**config.mk**
```make
export PLATFORM = sky130hd
export DESIGN_NAME = paralelo_serie
export DESIGN_NICKNAME = d
export VERILOG_FILES = /design/src/rtl/phy_pkg.sv /design/src/rtl/paralelo_serie.sv
export SDC_FILE = /design/constraint.sdc
export NUM_CORES = 1
export LEC_CHECK = 0
export CAP_MARGIN = 10
export CORE_MARGIN = 3
export CORE_UTILIZATION = 35
export DETAILED_ROUTE_END_ITERATION = 7
export PLACE_DENSITY_LB_ADDON = 0.2
export SETUP_SLACK_MARGIN = 0.2
export SYNTH_ARGS = -nofsm -noshare
export SYNTH_HDL_FRONTEND = slang
export SYNTH_SLANG_ARGS = --single-unit
```
**constraint.sdc**
```tcl
create_clock -name clk_8f -period 2.1 [get_ports clk_8f]
set_input_delay 0.42 -clock clk_8f [delete_from_list [all_inputs] [get_ports clk_8f]]
set_output_delay 0.42 -clock clk_8f [all_outputs]
set_load 0.005 [all_outputs]
```
**src/rtl/phy_pkg.sv**
```systemverilog
// Shared PHY link definitions used by the transmitter and the receiver.
package phy_pkg;

  // Idle/comma character sent during alignment and when no data is pending.
  localparam logic [7:0] IDLE_CHAR = 8'hBC;

  // Complete IDLE_CHAR bytes sent after reset before the data path opens.
  // The receiver uses the same value as its comma-count threshold.
  localparam int SYNC_COUNT = 4;

  // Link state: alignment run, then data path open.
  typedef enum logic {
    SYNC   = 1'b0,
    ACTIVE = 1'b1
  } link_state_t;

endpackage

```
**src/rtl/paralelo_serie.sv**
```systemverilog
// Parallel-to-serial transmitter. Accepts bytes over valid/ready into a
// one-byte hold register and serialises them MSB-first on data_out, one
// bit per clk_8f cycle. After reset it sends SYNC_COUNT idle characters so
// the far end can align; afterwards idle characters fill any gap in traffic.
module paralelo_serie
  import phy_pkg::*;
(
  input  logic       clk_8f,
  input  logic       reset,
  input  logic [7:0] data_in,
  input  logic       valid_in,
  output logic       ready_out,
  output logic       data_out,
  output logic       byte_start,
  output logic       active,
  output logic [3:0] sync_cnt
);

  // sync_cnt value at the load edge that completes the last sync byte
  localparam logic [3:0] SYNC_LAST = 4'(SYNC_COUNT - 1);

  link_state_t state_reg;
  logic [7:0]  shift_reg;
  logic [2:0]  bit_cnt_reg;
  logic [7:0]  hold_reg;
  logic        hold_full_reg;
  logic        first_load_reg;  // next non-reset edge starts the first byte
  logic        data_out_reg;
  logic        byte_start_reg;
  logic [3:0]  sync_cnt_reg;

  logic        load_edge;
  logic        accept;
  logic        drain;
  logic [7:0]  frame_byte;

  // Decode load edge, handshake and the byte that the next frame carries.
  // A byte accepted on a load edge is only in hold after that edge, so it
  // never bypasses into the frame loaded on the same edge.
  always_comb begin
    load_edge  = first_load_reg || (bit_cnt_reg == 3'd0);
    ready_out  = (state_reg == ACTIVE) && !hold_full_reg;
    accept     = valid_in && ready_out;
    drain      = load_edge && (state_reg == ACTIVE) && hold_full_reg;
    frame_byte = drain ? hold_reg : IDLE_CHAR;
  end

  // Shifter, hold register and SYNC/ACTIVE state machine.
  always_ff @(posedge clk_8f) begin
    if (reset) begin
      state_reg      <= SYNC;
      shift_reg      <= '0;
      bit_cnt_reg    <= 3'd7;
      hold_reg       <= '0;
      hold_full_reg  <= 1'b0;
      first_load_reg <= 1'b1;
      data_out_reg   <= 1'b0;
      byte_start_reg <= 1'b0;
      sync_cnt_reg   <= '0;
    end else begin
      first_load_reg <= 1'b0;
      byte_start_reg <= load_edge;

      // bit_cnt tracks the index of the bit currently on data_out
      if (load_edge) begin
        data_out_reg <= frame_byte[7];
        shift_reg    <= {frame_byte[6:0], 1'b0};
        bit_cnt_reg  <= 3'd7;
      end else begin
        data_out_reg <= shift_reg[7];
        shift_reg    <= {shift_reg[6:0], 1'b0};
        bit_cnt_reg  <= bit_cnt_reg - 3'd1;
      end

      // accept and drain are exclusive: drain needs hold full, accept empty
      if (accept) begin
        hold_reg      <= data_in;
        hold_full_reg <= 1'b1;
      end else if (drain) begin
        hold_full_reg <= 1'b0;
      end

      case (state_reg)
        SYNC: begin
          // every load edge after the first closes one sync byte
          if (load_edge && !first_load_reg) begin
            sync_cnt_reg <= sync_cnt_reg + 4'd1;
            if (sync_cnt_reg == SYNC_LAST) begin
              state_reg <= ACTIVE;
            end
          end
        end
        ACTIVE: begin
          state_reg <= ACTIVE;
        end
        default: begin
          state_reg <= SYNC;
        end
      endcase
    end
  end

  assign data_out   = data_out_reg;
  assign byte_start = byte_start_reg;
  assign active     = (state_reg == ACTIVE);
  assign sync_cnt   = sync_cnt_reg;

endmodule

```
==> Word-level counts from Yosys, hierarchy flattened <==
Cells that the tools add are included.
{ "totals": {"in_bits": 11, "regBits": 28, "output_inout_bits": 8} }
{ "classes": {"muxes": 9, "n_eq_ne": 1, "bitwise": 1, "n_reduce_logical": 12, "addsub": 2} }
{ "ops": {"columns": ["cell", "count"], "rows": [
  ["8-bit two-way mux", 2],
  ["1-bit two-way mux", 6],
  ["1-bit logical AND", 5],
  ["4-bit by 1-bit adder with 4-bit output, second input constant", 1],
  ["4-bit by 2-bit equality test with 1-bit output, second input constant", 1],
  ["3-bit logical NOT", 1],
  ["3-bit by 1-bit subtractor with 3-bit output, second input constant", 1],
  ["1-bit logical NOT", 2],
  ["1-bit case mux with 2 select lines", 1],
  ["2-bit AND reduction", 1],
  ["2-bit nonzero test", 1],
  ["2-bit OR reduction", 1],
  ["1-bit logical OR", 1],
  ["1-bit inverter", 1]
]} }

==> Logic depth before layout (Yosys ltp) <==
{ "depth": {"word_depth": 6, "mapped_depth": 7, "mapped_depth_nobuf": 6} }

==> Worst setup path after synthesis <==
Ideal clock, no wire load.
{ "synth_path": {"path_kind": "reg2reg", "from": "register bit_cnt_reg[0]", "to": "register bit_cnt_reg[0]", "setup_ns": 0.118, "path_stages_with_launch": 8, "arrival_time_ns": 1.387, "setup_slack_ns": 0.595, "path_cell_list": "dfxtp_1 inv_1 ha_1 ha_1 or2_2 buf_2 nor2_1 nand2_1"} }
{ "synth_between": {"elab_chain_len": 3} }
{ "synth_rtl": {"columns": ["item", "line", "rtl"], "rows": [
  ["start, declared", "paralelo_serie.sv:24", "logic [2:0] bit_cnt_reg;"],
  ["start signal, assigned", "paralelo_serie.sv:72", "bit_cnt_reg <= bit_cnt_reg - 3'd1;"],
  ["branches (longest 3 deep; another with 3-bit by 1-bit subtractor with 3-bit output)", null, null]
]} }
Several ways; the timed one is not identified.
A chain may end at the register's enable or synchronous reset.

==> Final worst setup path <==
{ "layout_path": {"from": "register state_reg (netlist: active)", "to": "output port ready_out"} }
{ "layout_between": {"elab_chain_len": 1} }
{ "layout_rtl": {"columns": ["item", "line", "rtl"], "rows": [
  ["start, declared", "paralelo_serie.sv:22", "link_state_t state_reg;"],
  ["start signal, assigned", "paralelo_serie.sv:51", "state_reg <= SYNC;"],
  ["start signal, assigned", "paralelo_serie.sv:89", "state_reg <= ACTIVE;"],
  ["start signal, assigned", "paralelo_serie.sv:94", "state_reg <= ACTIVE;"],
  ["1-bit logical AND", "paralelo_serie.sv:42", "ready_out = (state_reg == ACTIVE) && !hold_full_reg;"],
  ["end, declared", "paralelo_serie.sv:12", "output logic ready_out,"]
]} }
Every way passes these cells.

==> impl_metrics.env <==
export IMPL_syn_num_nets=113
export IMPL_stdcell_area_mm2=0.00124
export IMPL_maxCapViolCount=0
export IMPL_cts_htree_levels=1
export IMPL_area_growth_pct=25.0
export IMPL_worstMarginPinSlew_ps=549
export IMPL_clock_power_share_pct=27.4
export IMPL_first_global_vias=661
export IMPL_drc=0
export IMPL_hpwl_um=1180
export IMPL_yosysSeqAreaShare_pct=54.3
export IMPL_synth_top_area_share_pct=54.3
export IMPL_min_from="bit_cnt_reg[0]"
export IMPL_routedWlPerCell_um=11.4
export IMPL_path_cells="nor2b_1, clkdlybuf4s50_1"
export IMPL_synth_edff_count=0
export IMPL_crit_slowest_cell="clkdlybuf4s50_1"
export IMPL_grt_start_max_net_pins=15
export IMPL_synth_cells=99
export IMPL_pwr_share_comb_pct=6.2
export IMPL_holdBufCountCts=0
export IMPL_whs_path_depth=1
export IMPL_crit_start="active"
export IMPL_synth_largest_area_cell="dfxtp_1"
export IMPL_dp_cells=144
export IMPL_path_buf_inv=1
export IMPL_arrival_ps=1370
export IMPL_fin_crit_sh_pct=85.0
export IMPL_final_common_cell="dfxtp_1"
export IMPL_crit_type="flop to output port"
export IMPL_portBuffers=18
export IMPL_start_util_pct=38.5
export IMPL_rsz0062_at_grt="no"
export IMPL_die_w_um=59.3
export IMPL_die_y_um=59.3
export IMPL_critical_path_top_delay_family="buffers and inverters"
export IMPL_p_sw_w=0.000166
export IMPL_yosys_top_cells_area="dfxtp_1 54%, mux2i_1 9.0%, nor2_1 7.9%"
export IMPL_vias=728
export IMPL_syn_area_um2=996
export IMPL_io_pins=19
export IMPL_cts_root_buf="clkbuf_4"
export IMPL_endpoint_kind="output port"
export IMPL_slew_headroom_pct=63.3
export IMPL_final_max_slew_violation_count=0
export IMPL_crit_path_start_kind="flop"
export IMPL_drive_gt1_share_pct=9.17
export IMPL_whs_ps=402
export IMPL_worst_r2r_path_depth=6
export IMPL_path_depth=2
export IMPL_grt_usage_pct=11.1
export IMPL_cellInternalPower_w=0.000626
export IMPL_drtAntennaViolNets=0
export IMPL_wl_um=1710
export IMPL_place_gp_congestion=0.698
export IMPL_cellLeakagePower_nw=0.555
export IMPL_power_w=0.000792
export IMPL_clkTransAtPathRegs_ps=130
export IMPL_synth_async_reset_ratio_pct=0
export IMPL_hp_class="flop to flop"
export IMPL_status="complete, no violations"
export IMPL_fin_worst_skew_ps=2.27
export IMPL_pwr_density_cell_mw_per_mm2=636
export IMPL_swShare_pct=21.0
export IMPL_ir_drop_mv=0.500
export IMPL_hold_viol=0
export IMPL_cts_buffers=3
export IMPL_num_nets_final=135
export IMPL_cts_tree="done"
export IMPL_reg2reg_from="bit_cnt_reg[0]"
export IMPL_fin_setup_tns_ps=0
export IMPL_min_period_ps=1790
export IMPL_cts_sinks=27
export IMPL_largest_reg_flops=8
export IMPL_dpl_cell_area_mm2=0.00120
export IMPL_cp_max_fo=8
export IMPL_critPathMaxStageDelay_ps=500
export IMPL_dieArea_mm2=0.00352
export IMPL_fmax_mhz=560
export IMPL_gr_total_overflow=0
export IMPL_setup_viol=0
export IMPL_ys_ff_latch=27
export IMPL_synth_cell_types=23
export IMPL_synth_area_per_cell_um2=10.1
export IMPL_core_mm2=0.00259
export IMPL_seq_power_share_pct=66.5
export IMPL_fin_cells=150
export IMPL_clk_latency_ps=320
export IMPL_firstDrtPassIters=2
export IMPL_synthFlopType="dfxtp_1"
export IMPL_yosysWarnings=0
export IMPL_drt_iter0_markers=7
export IMPL_insertedDiodeCount=0
export IMPL_vias_per_cell=4.85
export IMPL_row_count=18
export IMPL_grt_first_pass_wirelength_um=2930
export IMPL_most_common_layout_cells="26 x dfxtp_1, 21 x nor2_1, 18 x clkdlybuf4s50_1, 9 x mux2i_1, 6 x nand2_1"
export IMPL_cts_buffer_depth=2
export IMPL_antenna_found_initial=0
export IMPL_worstPathRequired_ps=1680
## cells in the mapped netlist, drive strengths merged (2+ instances only)
library cell and count:
a21oi 4, xnor2 2, mux2i 9, nand2 6, inv 3, dfxtp 27
o22ai 5, nand4 3, buf 3, nor2 21, clkbuf 2, nor2b 2
ha 3
## power by group through the flow
stage	combinational (W)	sequential, W	clock, W
6_report	0.0000487	0.000526	0.000217
5_1_grt	0.0000542	0.000528	0.000244
3_3_place_gp	0.0000488	0.000539	0
3_5_place_dp	0.0000493	0.000539	0
4_1_cts	0.0000495	0.000528	0.000231
2_1_floorplan	0.0000192	0.000539	0
## per-stage QoR
step	utilization, %	worst slack, ps
2_1_floorplan	-	595
5_1_grt	48.1	229
4_1_cts	47.4	204
3_3_place_gp	46.3	374
6_report	48.1	314
3_5_place_dp	46.3	367
## kinds of logic (layout without fill, tap and decap cells)
logic type	count (synthesis)	in the layout	share of synthesized area [%]
buffers and inverters	8	29	4.02
AO/OA/AOI/OAI	11	11	6.41
XOR/XNOR	2	2	1.76
adder cells (fa/ha/maj)	3	3	3.77
AND/OR/NAND/NOR	38	38	19.6
flip-flops	27	27	54.3
multiplexers	10	10	10.2
## final timing paths
kind | endpoint | slack (ps)
max | ready_out | 310
min | bit_cnt_reg[0] | 400
max reg2reg | sync_cnt[3] | 480
min reg2reg | bit_cnt_reg[0] | 400
## repair_timing
| action | CTS | global route |
|---|---|---|
| setup endpoints to repair | 2 | 1 |
| hold endpoints to repair | 0 | 0 |
| gates resized for setup | 1 | 1 |
| buffers inserted | 0 | 2 |
## worst reg2reg max path, stage by stage, from the launching register on
cell and delay (ps):
dfxtp_1 330, inv_1 50, ha_1 140, ha_1 260, nor3b_4 290, nand4_1 140
mux2_1 320
## area by class of cell
class                   instances  area (um2)
repair buffers                 22         210
inverters                       3        11.3
fillers                       254        1350
well taps                      30        37.5
clock buffers                   4        26.3
flip-flops and latches         27         544
multi-input cells              64         415
## metal layers
metal	vias up	global-route usage (%)	wire (um)
li1	381	-	-
met1	331	14.6	823
met2	14	16.1	771
met3	2	4.58	98
met4	0	3.88	15
met5	-	0	0
No activity file was read; power rests on OpenSTA's default activity.
